[config.mk]
export PLATFORM = sky130hd
export DESIGN_NAME = data_cache
export DESIGN_NICKNAME = d
export VERILOG_FILES = /design/src/rtl/data_cache_pkg.sv /design/src/rtl/data_cache_array.sv /design/src/rtl/data_cache.sv
export SDC_FILE = /design/constraint.sdc
export NUM_CORES = 2
export LEC_CHECK = 0
export BUFFER_PORTS_ARGS = -buffer_cell sky130_fd_sc_hd__buf_4
export CAP_MARGIN = 5
export CORE_ASPECT_RATIO = 0.9
export CORE_MARGIN = 5
export CORE_UTILIZATION = 40
export DETAILED_ROUTE_END_ITERATION = 10
export GPL_TIMING_DRIVEN = 0
export HOLD_SLACK_MARGIN = 0.06
export SETUP_SLACK_MARGIN = 0.2
export SLEW_MARGIN = 25
export SYNTH_ARGS = -nofsm -noshare
export SYNTH_HDL_FRONTEND = slang
export SYNTH_MEMORY_MAX_BITS = 65536
export SYNTH_SLANG_ARGS = --single-unit
[constraint.sdc]
create_clock -name clk -period 5.3 [get_ports clk]
set_input_delay 0.795 -clock clk [delete_from_list [all_inputs] [get_ports clk]]
set_output_delay 0.795 -clock clk [all_outputs]
set_load 0.02 [all_outputs]
[src/rtl/data_cache_pkg.sv]
// -----------------------------------------------------------------------------
// cache_types: shared types and geometry for the data cache.
//   - state_e : controller states (IDLE, CHECK, WRITEBACK, FILL)
//   - line_t  : one 256-bit cache line
//   - tag_t   : stored tag
//   - word_be : expands a 4-bit word byte-enable into a 32-bit line byte-enable
// -----------------------------------------------------------------------------
package cache_types;

  localparam int S_OFFSET   = 5;                      // byte-offset bits per line
  localparam int S_INDEX    = 4;                      // set-index bits
  localparam int S_TAG      = 32 - S_OFFSET - S_INDEX; // 23
  localparam int NUM_SETS   = 1 << S_INDEX;           // 16
  localparam int LINE_BYTES = 1 << S_OFFSET;          // 32
  localparam int LINE_BITS  = 8 * LINE_BYTES;         // 256
  localparam int WORDS      = LINE_BYTES / 4;         // 8

  typedef enum logic [1:0] {
    IDLE,
    CHECK,
    WRITEBACK,
    FILL
  } state_e;

  typedef logic [LINE_BITS-1:0] line_t;
  typedef logic [S_TAG-1:0]     tag_t;

  // Place a word's byte enables at that word's position within the line.
  function automatic logic [LINE_BYTES-1:0] word_be(input logic [2:0] word,
                                                    input logic [3:0] be);
    logic [LINE_BYTES-1:0] mask;
    mask = '0;
    mask[{word, 2'b00} +: 4] = be;
    return mask;
  endfunction

endpackage

[src/rtl/data_cache_array.sv]
// -----------------------------------------------------------------------------
// dcache_array: storage for NUM_SETS entries of {valid, dirty, tag, line}.
// Ports:
//   clk, rst_ni       clock; async active-low clear of valid/dirty bits only
//   index_i           set index shared by the read and write ports
//   valid_o/dirty_o   combinational read of the indexed entry
//   tag_o/line_o
//   valid_we_i/valid_i, dirty_we_i/dirty_i, tag_we_i/tag_i
//                     per-field write strobes and data
//   line_be_i/line_i  per-byte write enables and data for the line
// -----------------------------------------------------------------------------
module dcache_array
  import cache_types::*;
(
  input  logic                  clk,
  input  logic                  rst_ni,
  input  logic [S_INDEX-1:0]    index_i,
  output logic                  valid_o,
  output logic                  dirty_o,
  output tag_t                  tag_o,
  output line_t                 line_o,
  input  logic                  valid_we_i,
  input  logic                  valid_i,
  input  logic                  dirty_we_i,
  input  logic                  dirty_i,
  input  logic                  tag_we_i,
  input  tag_t                  tag_i,
  input  logic [LINE_BYTES-1:0] line_be_i,
  input  line_t                 line_i
);

  logic [NUM_SETS-1:0] valid_q;
  logic [NUM_SETS-1:0] dirty_q;
  tag_t                tag_q  [NUM_SETS];
  line_t               line_q [NUM_SETS];

  always_ff @(posedge clk or negedge rst_ni) begin
    if (!rst_ni) begin
      valid_q <= '0;
      dirty_q <= '0;
    end else begin
      if (valid_we_i) valid_q[index_i] <= valid_i;
      if (dirty_we_i) dirty_q[index_i] <= dirty_i;
    end
  end

  // Tag and data are left unreset; valid gates their use.
  always_ff @(posedge clk) begin
    if (tag_we_i) tag_q[index_i] <= tag_i;
    for (int b = 0; b < LINE_BYTES; b++) begin
      if (line_be_i[b]) line_q[index_i][b*8 +: 8] <= line_i[b*8 +: 8];
    end
  end

  assign valid_o = valid_q[index_i];
  assign dirty_o = dirty_q[index_i];
  assign tag_o   = tag_q[index_i];
  assign line_o  = line_q[index_i];

endmodule

[src/rtl/data_cache.sv]
// -----------------------------------------------------------------------------
// data_cache: direct-mapped, write-back, write-allocate data cache.
// CPU side (responder): mem_read/mem_write held until the one-cycle mem_resp;
//   mem_address is word aligned, mem_byte_enable selects write lanes,
//   mem_rdata is valid only while mem_resp=1 and is zero otherwise.
// Memory side (initiator): pmem_read (fill) / pmem_write (writeback) held
//   until pmem_resp; pmem_address is line aligned; 256-bit pmem_wdata/rdata.
// rst is asynchronous and active low.
// -----------------------------------------------------------------------------
module data_cache
  import cache_types::*;
(
  input  logic        clk,
  input  logic        rst,
  input  logic        mem_read,
  input  logic        mem_write,
  input  logic [31:0] mem_address,
  input  logic [3:0]  mem_byte_enable,
  input  logic [31:0] mem_wdata,
  output logic        mem_resp,
  output logic [31:0] mem_rdata,
  output logic        pmem_read,
  output logic        pmem_write,
  output logic [31:0] pmem_address,
  output line_t       pmem_wdata,
  input  logic        pmem_resp,
  input  line_t       pmem_rdata
);

  state_e      state_q, state_d;
  logic [31:2] addr_q, addr_d;
  logic [31:0] wdata_q, wdata_d;
  logic [3:0]  be_q, be_d;
  logic        write_q, write_d;

  // Byte-within-word bits are never used by a word-aligned cache.
  logic unused_addr_lsb;
  assign unused_addr_lsb = ^mem_address[1:0];

  tag_t               req_tag;
  logic [S_INDEX-1:0] req_index;
  logic [2:0]         req_word;
  assign req_tag   = addr_q[31:9];
  assign req_index = addr_q[8:5];
  assign req_word  = addr_q[4:2];

  logic                  arr_valid, arr_dirty;
  tag_t                  arr_tag;
  line_t                 arr_line;
  logic                  arr_valid_we, arr_valid_in;
  logic                  arr_dirty_we, arr_dirty_in;
  logic                  arr_tag_we;
  logic [LINE_BYTES-1:0] arr_line_be;
  line_t                 arr_line_in;
  logic                  hit;

  dcache_array u_array (
    .clk        (clk),
    .rst_ni     (rst),
    .index_i    (req_index),
    .valid_o    (arr_valid),
    .dirty_o    (arr_dirty),
    .tag_o      (arr_tag),
    .line_o     (arr_line),
    .valid_we_i (arr_valid_we),
    .valid_i    (arr_valid_in),
    .dirty_we_i (arr_dirty_we),
    .dirty_i    (arr_dirty_in),
    .tag_we_i   (arr_tag_we),
    .tag_i      (req_tag),
    .line_be_i  (arr_line_be),
    .line_i     (arr_line_in)
  );

  assign hit = arr_valid && (arr_tag == req_tag);

  always_ff @(posedge clk or negedge rst) begin
    if (!rst) begin
      state_q <= IDLE;
      addr_q  <= '0;
      wdata_q <= '0;
      be_q    <= '0;
      write_q <= 1'b0;
    end else begin
      state_q <= state_d;
      addr_q  <= addr_d;
      wdata_q <= wdata_d;
      be_q    <= be_d;
      write_q <= write_d;
    end
  end

  always_comb begin
    state_d      = state_q;
    addr_d       = addr_q;
    wdata_d      = wdata_q;
    be_d         = be_q;
    write_d      = write_q;
    mem_resp     = 1'b0;
    mem_rdata    = '0;
    pmem_read    = 1'b0;
    pmem_write   = 1'b0;
    pmem_address = '0;
    pmem_wdata   = '0;
    arr_valid_we = 1'b0;
    arr_valid_in = 1'b0;
    arr_dirty_we = 1'b0;
    arr_dirty_in = 1'b0;
    arr_tag_we   = 1'b0;
    arr_line_be  = '0;
    // Replicating the word lets the byte mask alone pick its position.
    arr_line_in  = {WORDS{wdata_q}};

    unique case (state_q)
      IDLE: begin
        if (mem_read || mem_write) begin
          addr_d  = mem_address[31:2];
          wdata_d = mem_wdata;
          be_d    = mem_byte_enable;
          write_d = mem_write;   // write wins if both are asserted
          state_d = CHECK;
        end
      end
      CHECK: begin
        if (hit) begin
          mem_resp = 1'b1;
          if (write_q) begin
            arr_line_be  = word_be(req_word, be_q);
            arr_dirty_we = 1'b1;
            arr_dirty_in = 1'b1;
          end else begin
            mem_rdata = arr_line[{req_word, 5'b00000} +: 32];
          end
          state_d = IDLE;
        end else if (arr_valid && arr_dirty) begin
          state_d = WRITEBACK;
        end else begin
          state_d = FILL;
        end
      end
      WRITEBACK: begin
        pmem_write   = 1'b1;
        pmem_address = {arr_tag, req_index, 5'b00000};
        pmem_wdata   = arr_line;
        if (pmem_resp) begin
          arr_dirty_we = 1'b1;
          state_d      = FILL;
        end
      end
      FILL: begin
        pmem_read    = 1'b1;
        pmem_address = {req_tag, req_index, 5'b00000};
        if (pmem_resp) begin
          arr_line_be  = '1;
          arr_line_in  = pmem_rdata;
          arr_tag_we   = 1'b1;
          arr_valid_we = 1'b1;
          arr_valid_in = 1'b1;
          arr_dirty_we = 1'b1;
          state_d      = CHECK;   // re-check now hits
        end
      end
      default: state_d = IDLE;
    endcase
  end

endmodule
* Word level (Yosys, flattened, before mapping)
Memories as Yosys holds them, arrays and structs flattened. Index checks and enable logic that the tools add are counted.
Cells by class: muxes and demuxes 101, order comparisons 2, add/sub/neg operators 1, reduce and logical (&&, ||, !) cells 8, bitwise gates (word level) 1, shift-type cells 3, equal/unequal tests 7
Operators by type and width (count):
- 256-bit 2-to-1 mux | 3
- 256-bit by 9-bit variable part select with 32-bit output | 1
- 32-bit 2-to-1 mux | 6
- 32-bit one-hot mux with 2 select lines | 2
- 1-bit 2-to-1 mux | 79
- 32-bit bitwise AND | 1
- 16-bit bitwise mux | 2
- 4-bit by 7-bit variable shift with 32-bit output (first input constant) | 1
- 4-bit by 7-bit variable part select with 32-bit output | 1
- 23-bit == test | 1
- 1-bit binary-select mux with 4-bit select | 2
- 2-bit 2-to-1 mux | 4
- 2-bit one-hot mux with 4 select lines | 1
- 5-bit negation with 7-bit output | 1
- 2-bit inequality test (second input constant) | 3
- 4-bit by 5-bit < comparator with 1-bit output (second input constant) | 1
- 1-bit demux with 4-bit select | 1
- 2-bit == test (second input constant) | 2
- 4-bit by 1-bit >= comparator with 1-bit output (second input constant) | 1
- 1-bit logical AND | 3
- 3-bit AND reduction | 1
- 2-bit by 1-bit == test with 1-bit output (second input constant) | 1
- 2-bit logical NOT | 1
- 1-bit one-hot mux with 2 select lines | 1
- 3 further kinds | 3
Word-level totals: logic and storage cells 132, register bits after elaboration 101, memories 2, output and inout port bits 323, bits in writable memories 4464, bits of input ports 329
Memory list:
- u_array.line_q | depth 16, width 256, rd ports 1, clocked after Yosys merged registers in 0, write ports 1, RTL line data_cache_array.sv:35 | line_t line_q [NUM_SETS];
- u_array.tag_q | depth 16, width 23, rd ports 1, clocked after Yosys merged registers in 0, write ports 1, RTL line data_cache_array.sv:34 | tag_t tag_q [NUM_SETS];

* Depth between registers and ports, before layout
word-level depth 8, gate-level depth with buffers 16, mapped depth without buffers 9

* By module
Synthesis repeated with hierarchy kept, for this count alone.
Unflattened totals: cell total of the unflattened synthesis 8712, area, all modules 181809.4 µm²
By module, submodules not included:
- dcache_array | seq. area each 134849.3 µm², area an instance 171892.4 µm², cells each 7549, instances 1
- data_cache | seq. area each 1726.7 µm², area an instance 9917.0 µm², cells each 1163, instances 1

* Worst setup path before layout
No wires, ideal clock.
path kind reg-to-output, start reg addr_q[5] (netlist name), end out mem_rdata[23], arrival 3675 ps, cell stages (with the launch flop) 12, path slack 830 ps, path buffers 3, data required time 4505 ps, cells stage by stage dfrtp_1 > buf_2 > buf_2 > mux4_2 > xor2_1 > a32o_1 > a211oi_1 > nand4_1 > nor4_1 > nand4_1 > clkbuf_1 > a2111oi_0
Between the ends: cells in the longest elaborated chain, start to end 5, elaborated cells on any way between the ends 10, classes of those cells eq/ne (1); shift (1); mux (5); reduce/logical (1); memory (2)
Ends and longest elaborated chain:
- from (decl) | RTL line data_cache.sv:31 | logic [31:2] addr_q, addr_d;
- from (signal assigned) | RTL line data_cache.sv:86 | addr_q <= addr_d;
- memory read 16 x 256 bit (tied with other cells)
- 256-bit by 9-bit variable part select with 32-bit output (tied with other cells) | RTL line data_cache.sv:132 | mem_rdata = arr_line[{req_word, 5'b00000} +: 32];
- 32-bit 2-to-1 mux or 1-bit logical AND (tied branches) | RTL line data_cache.sv:127, data_cache.sv:75
- 32-bit 2-to-1 mux (*) | RTL line data_cache.sv:125 | if (hit) begin
- 32-bit 2-to-1 mux (*) | RTL line data_cache.sv:114 | unique case (state_q)
- to (decl) | RTL line data_cache.sv:21 | output logic [31:0] mem_rdata,
Every way passes the cells marked *; elsewhere a longest branch is shown, timed or not. The select of a mux whose other input is x is not followed.

* Worst setup path after layout
start reg addr_q[8] (netlist name), end out mem_rdata[5]
The elaborated chain is that of the path after synthesis.

==> out/metrics.sh <==
IO_PINS=652
FIRST_PASS_ITERS=9
CRITICAL_PATH.ENDPOINT_TYPE='output pin'
FIRST_GLOBAL_VIAS=106000
COUNT_OF_DISTINCT_CELL_TYPES_IN_THE_SYNTHESIZED_NETLIST=73
DRIVE_ABOVE_1_SHARE_PCT=41.6
CLKSLEWWORSTSETUPHOLDPATHS_NS=0.07
TIMING.MAX_SLEW.REL_SLACK_PCT=10.1
POSTSYNTHCELLCOUNT=8977
TIMING.CRITICAL_PATH.BUF_INV=8
POSTLAYOUTSETUPSLACKWORST_NS=-0.725
INITIALDRTVIOLATIONCOUNT=17600
STATUS='finished, violations left'
STATIC_LEAKAGE_nW=76.0
FINAL-SETUP-VIOL-COUNT=89
FINAL_CELL_MIX='sky130_fd_sc_hd__edfxtp_1 (4,464), sky130_fd_sc_hd__mux4_2 (1,419), sky130_fd_sc_hd__buf_4 (915), sky130_fd_sc_hd__clkbuf_16 (460), sky130_fd_sc_hd__o21ai_2 (319)'
ROUTED_WIRELENGTH_UM=767000
CRIT_FAMILY='buffers and inverters'
FINALWEIGHTEDCONGESTION=1.04
TOTALPOWERFINAL_mW=145
POST-SYNTH-TOP-AREA-FRACTION_PCT=72.1
WORST_HOLD_PATH_TYPE='in -> async'
WORST_CLOCK_SKEW_NS=0.102
GLOBALROUTE.TOTALOVERFLOW=0
PERIOD_UTILIZATION_POST_ROUTE_PCT=114
GRT_FIRST_PASS_WIRELENGTH_UM=994000
SYNTH_TOP_CELL_BY_AREA='sky130_fd_sc_hd__edfxtp_1'
SYNTHESIS.YOSYS.WARNINGS=0
FAILED_CHECKS='setup timing'
POST_DRT_WL_PER_CELL_UM=43.8
YOSYSSEQAREASHARE_PCT=73.5
WORST-ENDPOINT-REQUIRED_NS=4.51
ROWS=237
START_UTIL_PCT=40.2
CTS_SINKS=4565
CRITICAL_PATH.SLOWEST_CELL='sky130_fd_sc_hd__mux4_2'
PLACEMENT_CELL_AREA_UM2=207000
AREA_DELTA_SYNTH_FINAL_PCT=23.6
HTREE_LEVELS=5
FINAL_CORE_UTIL_PCT=49.6
IO_BUFFERS=644
CORE_REGION_AREA_UM2=463000
IR_DROP_mV=0.414
GRT_SETUP_UNREPAIRED='yes'
SYNTH.AREA.TOP_CELLS='sky130_fd_sc_hd__edfxtp_1 (72%), sky130_fd_sc_hd__mux4_2 (17%), sky130_fd_sc_hd__dfrtp_1 (1.4%)'
FINALCRITICALPERIOD_NS=6.02
DP_SLACK_NS=-2.04
CTS_TREE='yes'
MAXCAPVIOLCOUNT=0
MOSTFREQUENTLAYOUTCELL='sky130_fd_sc_hd__edfxtp_1'
DRC_VIOLATION_COUNT_AFTER_ROUTING=0
CLOCK_PATH_BUFFERS=4
CTS_MADE_BUFFERS=449
ROUTE.DETAILED.VIAS_PER_INST=6.32
FINALHOLDVIOLCOUNT=0
SYNTH_FF_TYPE='sky130_fd_sc_hd__edfxtp_1'
FINAL.HOLD.WORST_SLACK_NS=0.229
LAYOUT.NETS=11200
R2R_CELLS=8
POST_SYNTH.CELL_AREA_AVG_UM2=20.7
ROOT_BUFFER='sky130_fd_sc_hd__clkbuf_16'
POWERDENSITY_nW_PER_UM2=631
CRIT_FANOUT=10
WORSTSETUPPATHTYPE='reg -> out'
GRT_START_MAX_NET_PINS=102
SLOWEST_DELAY_NS=0.60
NUMBER_OF_ANTENNA_VIOLATIONS_AT_THE_FIRST_CHECK_IN_GLOBAL_ROUTING=111
POSTSYNTHREGISTERBITS=4565
DIE-AREA_UM2=478000
DP_HPWL_UM=589000
STDCELL_AREA_UM2=230000
GRT_UTIL_ALL_LAYERS_PCT=31.4
SYNTH_ENABLE_FLOP_CELLS=4464
WORSTSETUPPATHDEPTH=12
CRIT_PATH_CELL_TRACE='buf_4, buf_12, buf_12, buf_8, buf_8, clkbuf_4, buf_2, mux4_2, mux4_2, nand2_2, a2111oi_4, buf_4'
SLEW_VIOLS_FINAL=0
WORST-SLEW-PIN-TRANSITION_NS=1.35
NETLIST_AREA_PRE_PLACE_UM2=186000
CRIT_START_CATEGORY='flip-flop'
DIEHEIGHT_UM=657
WORSTPATHARRIVAL_NS=5.23
VIA_COUNT=111000
POSTSYNTH.ASYNCRESETSHARE_PCT=2.21
TIMING.FMAX_MHz=166
ANTENNA_VIOLATING_NETS_POST_ROUTE=0
CHIPWIDTH_UM=729
WORST_SKEW_PAIR.LATE_LATENCY_NS=1.07
routing by layer:
layer  routed length (µm)  GRT usage (%)  vias to the layer above  part of all wire [%]
met1               279000           41.8                    59400                    36
met2               335000           45.7                     8004                    44
met5                  191         0.0300                        -                 0.025
met3                94800           9.31                     1577                    12
met4                57400           18.9                       26                   7.5
li1                     -              -                    41700                     -
synthesized netlist by cell type, types with 5 or more instances:
cell type,n
sky130_fd_sc_hd__a2111oi_0,33
sky130_fd_sc_hd__a21o_1,257
sky130_fd_sc_hd__a21oi_1,75
sky130_fd_sc_hd__a221oi_1,8
sky130_fd_sc_hd__a22o_1,12
sky130_fd_sc_hd__a22oi_1,20
sky130_fd_sc_hd__a2bb2oi_1,5
sky130_fd_sc_hd__a32o_1,8
sky130_fd_sc_hd__and2_1,306
sky130_fd_sc_hd__and3_1,42
sky130_fd_sc_hd__and4_1,6
sky130_fd_sc_hd__buf_1,109
sky130_fd_sc_hd__buf_2,198
sky130_fd_sc_hd__buf_4,27
sky130_fd_sc_hd__buf_6,10
sky130_fd_sc_hd__clkbuf_1,345
sky130_fd_sc_hd__clkbuf_2,22
sky130_fd_sc_hd__dfrtp_1,101
sky130_fd_sc_hd__edfxtp_1,4464
sky130_fd_sc_hd__ha_1,10
sky130_fd_sc_hd__inv_1,34
sky130_fd_sc_hd__mux2_2,93
sky130_fd_sc_hd__mux2i_1,70
sky130_fd_sc_hd__mux4_2,1418
sky130_fd_sc_hd__nand2_1,220
sky130_fd_sc_hd__nand2b_1,15
sky130_fd_sc_hd__nand3_1,57
sky130_fd_sc_hd__nand4_1,261
sky130_fd_sc_hd__nor2_1,81
sky130_fd_sc_hd__nor2b_1,11
sky130_fd_sc_hd__nor3_1,14
sky130_fd_sc_hd__nor4_1,7
sky130_fd_sc_hd__o21ai_0,500
sky130_fd_sc_hd__o22ai_1,11
sky130_fd_sc_hd__or2_2,14
sky130_fd_sc_hd__or4_1,32
sky130_fd_sc_hd__xnor2_1,15
through the flow:
| stage | setup TNS (ns) | std cells |
|---|---|---|
| 6_report | -26.05 | 17500 |
| 5_1_grt | -30.65 | 17500 |
| 4_1_cts | -254.03 | 17400 |
| 3_5_place_dp | -3154.22 | 16300 |
| 3_3_place_gp | - | 15800 |
| 2_1_floorplan | 0 | 8981 |
path summary, 6_finish.rpt:
path,from,slack (ns),to
worst max-delay path,addr_q[8]$_DFFE_PN0P_,-0.72,mem_rdata[5]
worst min-delay path,rst,0.23,addr_q[27]$_DFFE_PN0P_
worst max register to register,state_q[1]$_DFFE_PN0P_,-0.20,u_array.line_q[1][88]$_DFFE_PP_
worst min register to register,u_array.valid_q[8]$_DFFE_PN0P_,0.46,u_array.valid_q[8]$_DFFE_PN0P_
max in group asynchronous,rst,4.29,addr_q[4]$_DFFE_PN0P_
min in group clk,mem_write,0.31,write_q$_DFFE_PN0P_
sequential cells by signal, indices dropped and copies added (netlist names):
register / cells
addr_q: 30
be_q: 4
state_q: 2
u_array.dirty_q: 16
u_array.line_q: 4096
u_array.tag_q: 368
u_array.valid_q: 16
wdata_q: 32
write_q: 1
kinds of logic after synthesis:
group | Yosys count | synth area share [%]
flops | 4565 | 73.5
xor+xnor | 19 | 0.0895
simple gates | 1079 | 3.22
mux | 1585 | 18.2
compound gates | 970 | 3.21
fa+ha+maj | 10 | 0.0673
other cells | 1 | 0.00202
buf+inv | 748 | 1.76
worst reg2reg max path: stages (launching register included):
cell and delay, ns:
sky130_fd_sc_hd__dfrtp_1 0.54, sky130_fd_sc_hd__inv_1 0.50, sky130_fd_sc_hd__ha_1 0.73, sky130_fd_sc_hd__and2_1 0.42, sky130_fd_sc_hd__nand2_1 0.32, sky130_fd_sc_hd__nor2_1 0.92, sky130_fd_sc_hd__clkbuf_1 0.73, sky130_fd_sc_hd__nand2_1 0.30
sky130_fd_sc_hd__o21ai_2 0.62
timing repair:
action	in CTS	in global routing
hold buffers	67	0
resized for setup	899	355
endpoints found under the hold margin	167	0
pin swaps	43	79
setup endpoints to repair	6215	7460
buffers inserted	174	86
gates cloned	9	0
report_power, final:
group	total, mW	switching (mW)	internal [mW]
combinational	65.0	42.6	22.5
clock	31.4	14.0	17.4
sequential	48.6	1.13	47.4
area by class of cell:
class	instances	area (µm²)
fillers	37100	233000
diodes	70	175
repair buffers	1438	15600
clock inverters	271	2610
plain buffers	711	5480
multi-input cells	3668	49600
clock buffers	544	11700
well taps	6214	7770
inverters	36	141
flip-flops and latches	4565	137000
Note: power is estimated with default switching activity, not from simulation.
